### src/rtl/rr_reg_arbiter.sv
// rr_reg_arbiter: round-robin arbiter sequencing loads of one shared register from four requesters
module rr_reg_arbiter #(
  parameter int DATA_W   = 8,
  parameter int MAX_HOLD = 4
) (
  input  logic              clk,
  input  logic              reset_n,
  input  logic [3:0]        req,
  input  logic [DATA_W-1:0] d0,
  input  logic [DATA_W-1:0] d1,
  input  logic [DATA_W-1:0] d2,
  input  logic [DATA_W-1:0] d3,
  output logic [3:0]        grant,
  output logic [1:0]        owner,
  output logic              valid,
  output logic [DATA_W-1:0] q,
  output logic [DATA_W-1:0] q_bar
);
  typedef enum logic {IDLE, BUSY} state_t;
  localparam logic [3:0] MAX_H = 4'(MAX_HOLD);
  state_t state, state_n;
  logic [1:0] ptr, pick, idx;
  logic [3:0] hold_cnt, hold_n;
  logic stay;
  logic [DATA_W-1:0] d_sel;
  // scan downward so the lowest offset from ptr wins
  always_comb begin
    pick = ptr;
    for (int k = 3; k >= 0; k--)
      if (req[ptr + 2'(k)]) pick = ptr + 2'(k);
  end
  always_comb begin
    state_n = |req ? BUSY : IDLE;
    stay = (state == BUSY) && req[owner] && (hold_cnt < MAX_H);
    idx = stay ? owner : pick;
    hold_n = stay ? hold_cnt + 4'd1 : 4'd1;
    d_sel = idx == 2'd0 ? d0 : idx == 2'd1 ? d1 : idx == 2'd2 ? d2 : d3;
  end
  always_ff @(posedge clk or negedge reset_n) begin
    if (!reset_n) begin
      state <= IDLE;
      grant <= '0;
      owner <= '0;
      valid <= 1'b0;
      q <= '0;
      hold_cnt <= '0;
      ptr <= '0;
    end else begin
      state <= state_n;
      valid <= |req;
      grant <= |req ? 4'b0001 << idx : 4'b0000;
      if (|req) begin
        owner <= idx;
        ptr <= idx + 2'd1;
        q <= d_sel;
        hold_cnt <= hold_n;
      end
    end
  end
  assign q_bar = ~q;
endmodule

### config.mk
export PLATFORM = sky130hd
export DESIGN_NAME = rr_reg_arbiter
export DESIGN_NICKNAME = d
export VERILOG_FILES = /design/src/rtl/rr_reg_arbiter.sv
export SDC_FILE = /design/constraint.sdc
export NUM_CORES = 1
export LEC_CHECK = 0
export ABC_AREA = 1
export BUFFER_PORTS_ARGS = -buffer_cell sky130_fd_sc_hd__buf_2
export CORE_MARGIN = 4
export CORE_UTILIZATION = 47
export CTS_CLUSTER_DIAMETER = 30
export DETAILED_ROUTE_END_ITERATION = 10
export GPL_ROUTABILITY_DRIVEN = 0
export PLACE_DENSITY = 0.9
export SYNTH_ARGS = -nofsm -noshare
export SYNTH_HDL_FRONTEND = slang
export SYNTH_SLANG_ARGS = --single-unit
### constraint.sdc
create_clock -name clk -period 2.9 [get_ports clk]
set_input_delay 0.87 -clock clk [delete_from_list [all_inputs] [get_ports clk]]
set_output_delay 0.87 -clock clk [all_outputs]
set_load 0.005 [all_outputs]
==> flow_metrics.py, run 1 <==
metrics = {
    "global_routing": {
        "overflow": 0,
        "grt_use_total": 0.177,
        "grt_pass1_wl_mm": 5.87,
        "grt_start_max_net_pins": 22,
        "antenna_found_initial": 0,
        "grt_pass1_vias": 1435,
    },
    "cts": {
        "cts_hold_buf": 0,
        "cts_buffer_depth": 2,
        "worstSkewPairLatency_ns": 0.29,
        "numCtsBuffers": 3,
        "clockRootBuffer": "clkbuf_4",
        "htreeDepth": 1,
        "clock_sinks": 21,
        "clkTransAtPathRegs_ns": 0.12,
        "cts_tree": "done",
        "ctsResizeCount": 0,
        "post_cts_buffers": 0,
    },
    "final_layout": {
        "nNetsFinal": 286,
        "diodes": 0,
        "final_util": 0.624,
        "drive_above_1_share": 0.380,
        "stdcell_area_mm2": 0.00174,
        "syn2layout_area_growth_pct": 25.0,
        "num-fill-cells": 237,
        "instances_no_fill": 273,
    },
    "logic_synthesis": {
        "syn_avg_cell_area_um2": 7.72,
        "synth_warnings": 0,
        "synth_fp_nets": 223,
        "ys_types": 25,
        "synthCells": 180,
        "syn-cell-area_mm2": 0.00139,
        "ys_ff_latch": 21,
        "synth-seq-area-share": 0.378,
    },
    "placement": {
        "dp.cells": 269,
        "placed_cell_area_mm2": 0.00171,
        "numPortBuffers": 60,
        "dpl.hpwl_mm": 2.74,
    },
    "routing": {
        "drt_iter0_drc": 61,
        "top_layer": "met4",
        "viasPerCell": 5.14,
        "vias": 1402,
        "drcViolationCount": 0,
        "dr.pass1.iters": 4,
        "drtAntennaViolNets": 0,
        "wl_met2_mm": 1.71,
        "drt_wl_total_mm": 3.36,
        "wl_per_cell_um": 12.3,
        "wl_met3_um": 229,
        "wl_met1_mm": 1.38,
    },
    "critical_path": {
        "startpoint": "req[1]",
        "reg2reg_slack_ns": 0.38,
        "r2r_start": "ptr[0]$_DFFE_PN0N_",
        "cp.buffers_inverters": 5,
        "end_kind": "flop",
        "cpPeakStageDelay_ns": 0.34,
        "path_common_cell": "nand2_1",
        "timing.critical_path.fanout_max": 17,
        "critical_path_arrival_ns": 2.83,
        "start_kind": "input pin",
        "crit_path_top_delay_cell": "clkinv_1",
        "crit_chain": "buf_2 -> inv_1 -> nand2_1 -> nand3_1 -> nand2_1 -> inv_1 -> nand2_1 -> nand2_2 -> nand2_1 -> nand2_1 -> nand2_1 -> nand2_2 -> nand2_4 -> inv_2 -> ha_1 -> clkinv_1 -> nand3_1 -> o211ai_1 -> a22oi_1",
        "worstPathRequired_ns": 3.11,
        "critPathTopFamily": "simple AND/OR/NAND/NOR gates",
        "crit_type": "in2reg",
    },
    "floorplanning": {
        "ios": 61,
        "die_h_um": 62.4,
        "fp.dieArea_mm2": 0.00389,
        "rows": 19,
        "coreArea_mm2": 0.00278,
        "die-width_um": 62.4,
        "initial_core_util": 0.499,
    },
    "run": {
        "maxCapViolCount": 0,
    },
    "sta": {
        "hold_violations": 0,
        "tightest_slew_ns": 0.437,
        "max_freq_mhz": 381,
        "fin_crit_sh": 0.905,
        "final_max_slew_viol_count": 0,
        "fin_skew_ns": 0.0108,
        "grt_setup_unrepaired": "false",
        "min_period_ns": 2.62,
        "tns_ns": 0,
        "slew-limit-headroom": 0.709,
        "setup_violations": 0,
    },
    "power": {
        "power_density_mw_per_mm2": 1340,
        "power_mw": 2.33,
        "ir_drop_mv": 0.956,
        "leakage_nw": 0.986,
    },
    "hold_path": {
        "hold_class": "in2async",
    },
    "run_status": {
        "status": "completed",
    },
}
-- synthesized netlist by cell type, drive strengths merged --
cell type  number  area share
nor2            7       0.019
o211ai          8       0.043
clkbuf          1      0.0027
ha              5       0.045
nand3          20       0.076
a22o            1      0.0063
a21oi          11       0.048
o21ai           4       0.014
or2             1      0.0045
nand2          60        0.18
clkinv          3      0.0081
dfrtp          21        0.38
a22oi           8       0.054
inv            24       0.068
nor4            1       0.015
buf             5       0.033
-- placed cells by master (no fill, tap or decap), types with 4 or more instances in the layout --
cell type | Yosys | layout
buf_2 | 1 | 60
dfrtp_1 | 21 | 21
nand2_1 | 50 | 50
a22oi_1 | 5 | 5
nand3_1 | 19 | 19
o211ai_1 | 8 | 8
o21ai_1 | 4 | 4
inv_2 | 5 | 5
inv_1 | 18 | 18
nand2_2 | 9 | 9
nor2_1 | 7 | 7
a21oi_1 | 8 | 8
ha_1 | 5 | 5
buf_4 | 1 | 4
-- flip-flops by register name, summed over array words and instances, names as in the netlist --
register and flops:
grant 4, q 8, hold_cnt 4, ptr 2, state 1, owner 2
-- metrics by stage --
step / hold WS (ns) / setup slack, ns
floorplan: 0.446 / 0.380
detailed placement: 0.481 / -0.0121
finish: 0.494 / 0.276
global placement: 0.462 / 0.113
CTS: 0.493 / 0.311
global route: 0.519 / 0.0841
-- power by group --
group | switching, mW | internal [mW] | leakage [nW]
sequential | 0.101 | 0.442 | 0.252
combinational | 0.964 | 0.688 | 0.716
clock | 0.0820 | 0.0512 | 0.0177
-- metal layers --
metal	vias to the layer above	track usage
met3	6	0.0216
met5	-	0
met4	0	0.0584
li1	711	-
met1	626	0.214
met2	59	0.323
-- layout make-up --
class | count | area [um^2] | area share
sequential | 21 | 526 | 0.303
inverter | 27 | 106 | 0.0613
clock inverter | 1 | 5.00 | 0.00288
timing repair buffer | 64 | 330 | 0.190
multi-input combinational | 126 | 707 | 0.407
clock buffer | 3 | 22.5 | 0.0130
tap | 31 | 38.8 | 0.0224
-- path summary, 6_finish.rpt --
path	end	cells after the start
worst max-delay path	q[7]$_DFFE_PN0N_	19
worst min-delay path	grant[0]$_DFF_PN0_	1
worst max register to register	q[7]$_DFFE_PN0N_	17
worst min register to register	hold_cnt[0]$_DFFE_PN0N_	1
max in group asynchronous	ptr[1]$_DFFE_PN0N_	1
min in group clk	hold_cnt[0]$_DFFE_PN0N_	1
-- logic make-up after synthesis --
| logic type | after synthesis | share of synthesized area |
|---|---|---|
| compound gates | 32 | 0.166 |
| fa+ha+maj | 5 | 0.0450 |
| buf+inv | 33 | 0.113 |
| flops | 21 | 0.378 |
| simple gates | 89 | 0.298 |
(Power assumes the default switching activity.)
==> run 2, diff against run 1 <==
Settings changed: CORE_UTILIZATION 47 to 42, PLACE_DENSITY 0.9 to 0.86.
Clock period 2.9 ns to 2.1 ns, I/O delays scaled along.
==> run 2 against run 1 <==
Compared with the run above:
- the run now ends with negative setup slack left
- non-clock buffer count is 15 higher
- largest power group unchanged
- clock skew decreased by 0.0080 ns
- sequential power up 37%
- wire length grew 29%
- count of clock-buffer cells in the layout rose by 1
- via count rose by 9.8%
- die area up 10%
- first-iteration DRC count grew 110%
- utilization is 3.7 points higher
- critical path type is now reg2reg
- total power up 85%
- register-to-register slack got worse by 0.45 ns
==> flow_metrics.py, run 2 (synthesis results as in run 1) <==
metrics = {
    "run_status": {
        "status": "finished with violations",
        "violations": "negative setup slack",
    },
    "global_routing": {
        "overflow": 0,
        "grt_pass1_wl_mm": 6.24,
        "antenna_found_initial": 0,
        "grt_use_total": 0.181,
        "grt_start_max_net_pins": 28,
        "grt_pass1_vias": 1451,
    },
    "floorplanning": {
        "die_h_um": 65.5,
        "fp.dieArea_mm2": 0.00429,
        "ios": 61,
        "coreArea_mm2": 0.00310,
        "rows": 20,
        "die-width_um": 65.5,
        "initial_core_util": 0.448,
    },
    "routing": {
        "vias": 1540,
        "drt_iter0_drc": 129,
        "drt_wl_total_mm": 4.34,
        "viasPerCell": 5.12,
        "dr.pass1.iters": 4,
        "drcViolationCount": 0,
        "drtAntennaViolNets": 0,
        "wl_per_cell_um": 14.4,
    },
    "cts": {
        "clock_sinks": 21,
        "worstSkewPairLatency_ns": 0.30,
        "htreeDepth": 1,
        "clkTransAtPathRegs_ns": 0.11,
        "numCtsBuffers": 3,
        "cts_buffer_depth": 2,
        "cts_hold_buf": 0,
        "clockRootBuffer": "clkbuf_4",
        "cts_tree": "done",
    },
    "final_layout": {
        "final_common_cell": "buf_2",
        "largest_register_ffs": 8,
        "largest_register": "q",
        "stdcell_area_mm2": 0.00205,
        "nNetsFinal": 301,
        "diodes": 0,
        "final_cell_mix": "buf_2, nand2_1, nand2_2, dfrtp_1, inv_1",
        "final_util": 0.661,
        "syn2layout_area_growth_pct": 47.7,
        "drive_above_1_share": 0.545,
        "reg_top3": "q x8, grant x4, hold_cnt x4",
    },
    "sta": {
        "setup_violations": 8,
        "max_freq_mhz": 461,
        "fin_crit_sh": 1.03,
        "final_max_slew_viol_count": 0,
        "post-route-worst-setup-slack_ns": -0.0716,
        "tns_ns": -0.324,
        "hold_violations": 0,
        "grt_setup_unrepaired": "true",
        "min_period_ns": 2.17,
        "tightest_slew_ns": 0.481,
        "hold_slack_ns": 0.266,
        "fin_skew_ns": 0.00281,
        "slew-limit-headroom": 0.679,
    },
    "power": {
        "ir_drop_mv": 1.26,
        "leakage_nw": 1.11,
        "power_density_mw_per_mm2": 2100,
    },
    "critical_path": {
        "crit_chain": "clkinv_4 -> nand2_2 -> nand2_2 -> nand2_2 -> nand2_2 -> inv_2 -> nand3_2 -> nand3_2 -> nand3_2 -> nand2_2 -> inv_2 -> ha_4 -> buf_8 -> nand2_2 -> nand3_2 -> o211ai_1 -> a22oi_2",
        "crit_path_top_delay_cell": "dfrtp_2",
        "critPathTopFamily": "simple AND/OR/NAND/NOR gates",
        "cpPeakStageDelay_ns": 0.47,
        "start_kind": "flop",
        "timing.critical_path.fanout_max": 7,
        "worstPathRequired_ns": 2.30,
        "crit_type": "reg2reg",
        "critical_path_arrival_ns": 2.37,
        "end_kind": "flop",
        "cp.buffers_inverters": 4,
        "path_common_cell": "nand2_2",
    },
    "placement": {
        "placed_cell_area_mm2": 0.00184,
        "preCtsSetupSlack_ns": -0.364,
        "dpl.hpwl_mm": 2.86,
        "numPortBuffers": 60,
    },
    "hold_path": {
        "hold_class": "in2async",
    },
    "run": {
        "maxCapViolCount": 0,
    },
}
## run 2: layout make-up
cell class | count | area (um^2)
sequential | 21 | 527
fill | 259 | 1050
tap | 44 | 55.1
multi-input combinational | 126 | 848
inverter | 27 | 121
clock buffer | 4 | 26.3
timing repair buffer | 79 | 474
## run 2: worst paths after layout
| kind | slack, ns | end | depth (start not counted) | startpoint |
|---|---|---|---|---|
| hold / removal | 0.27 | grant[1]$_DFF_PN0_ | 1 | reset_n |
| hold reg to reg | 0.50 | hold_cnt[2]$_DFFE_PN0N_ | 2 | hold_cnt[2]$_DFFE_PN0N_ |
| setup reg to reg | -0.07 | q[3]$_DFFE_PN0N_ | 17 | ptr[0]$_DFFE_PN0N_ |
| max in group asynchronous | 1.49 | ptr[0]$_DFFE_PN0N_ | 1 | reset_n |
| min in group clk | 0.50 | hold_cnt[2]$_DFFE_PN0N_ | 2 | hold_cnt[2]$_DFFE_PN0N_ |
| setup / recovery | -0.07 | q[3]$_DFFE_PN0N_ | 17 | ptr[0]$_DFFE_PN0N_ |
## run 2: per-stage QoR
step / total power [mW] / std cells
after floorplan: 2.58 / 180
after global placement: 3.35 / 293
after detailed placement: 3.45 / 293
after CTS: 3.75 / 299
after global routing: 4.71 / 301
final: 4.31 / 301
## run 2: timing repair
item / in CTS / in global routing
pin swaps: 1 / 25
gates resized for setup: 7 / 36
endpoints found under the setup margin: 9 / 11
cloned: 0 / 0
buffers inserted: 2 / 3
## run 2: metal layers
metal  wire, um  share of wire  global-route usage  vias to the layer above
met5          0              0                   0                        -
met4        112          0.026              0.0570                        0
met3        204          0.047              0.0239                       12
met2       2380           0.55               0.343                       66
met1       1640           0.38               0.209                      718
li1           -              -                   -                      744
## run 2: worst register-to-register path, cell delays in order (launching register included)
cell	delay (ns)
dfrtp_2	0.47
clkinv_4	0.14
nand2_2	0.10
nand2_2	0.08
nand2_2	0.08
nand2_2	0.05
inv_2	0.07
nand3_2	0.09
nand3_2	0.09
nand3_2	0.09
nand2_2	0.09
inv_2	0.06
ha_4	0.18
buf_8	0.14
nand2_2	0.07
nand3_2	0.08
o211ai_1	0.11
a22oi_2	0.07
## run 2: power breakdown
part	total, mW	internal [mW]	switching (mW)
Combinational	3.38	1.55	1.83
Clock	0.195	0.0742	0.120
Sequential	0.742	0.613	0.130
Total	4.31	2.24	2.08
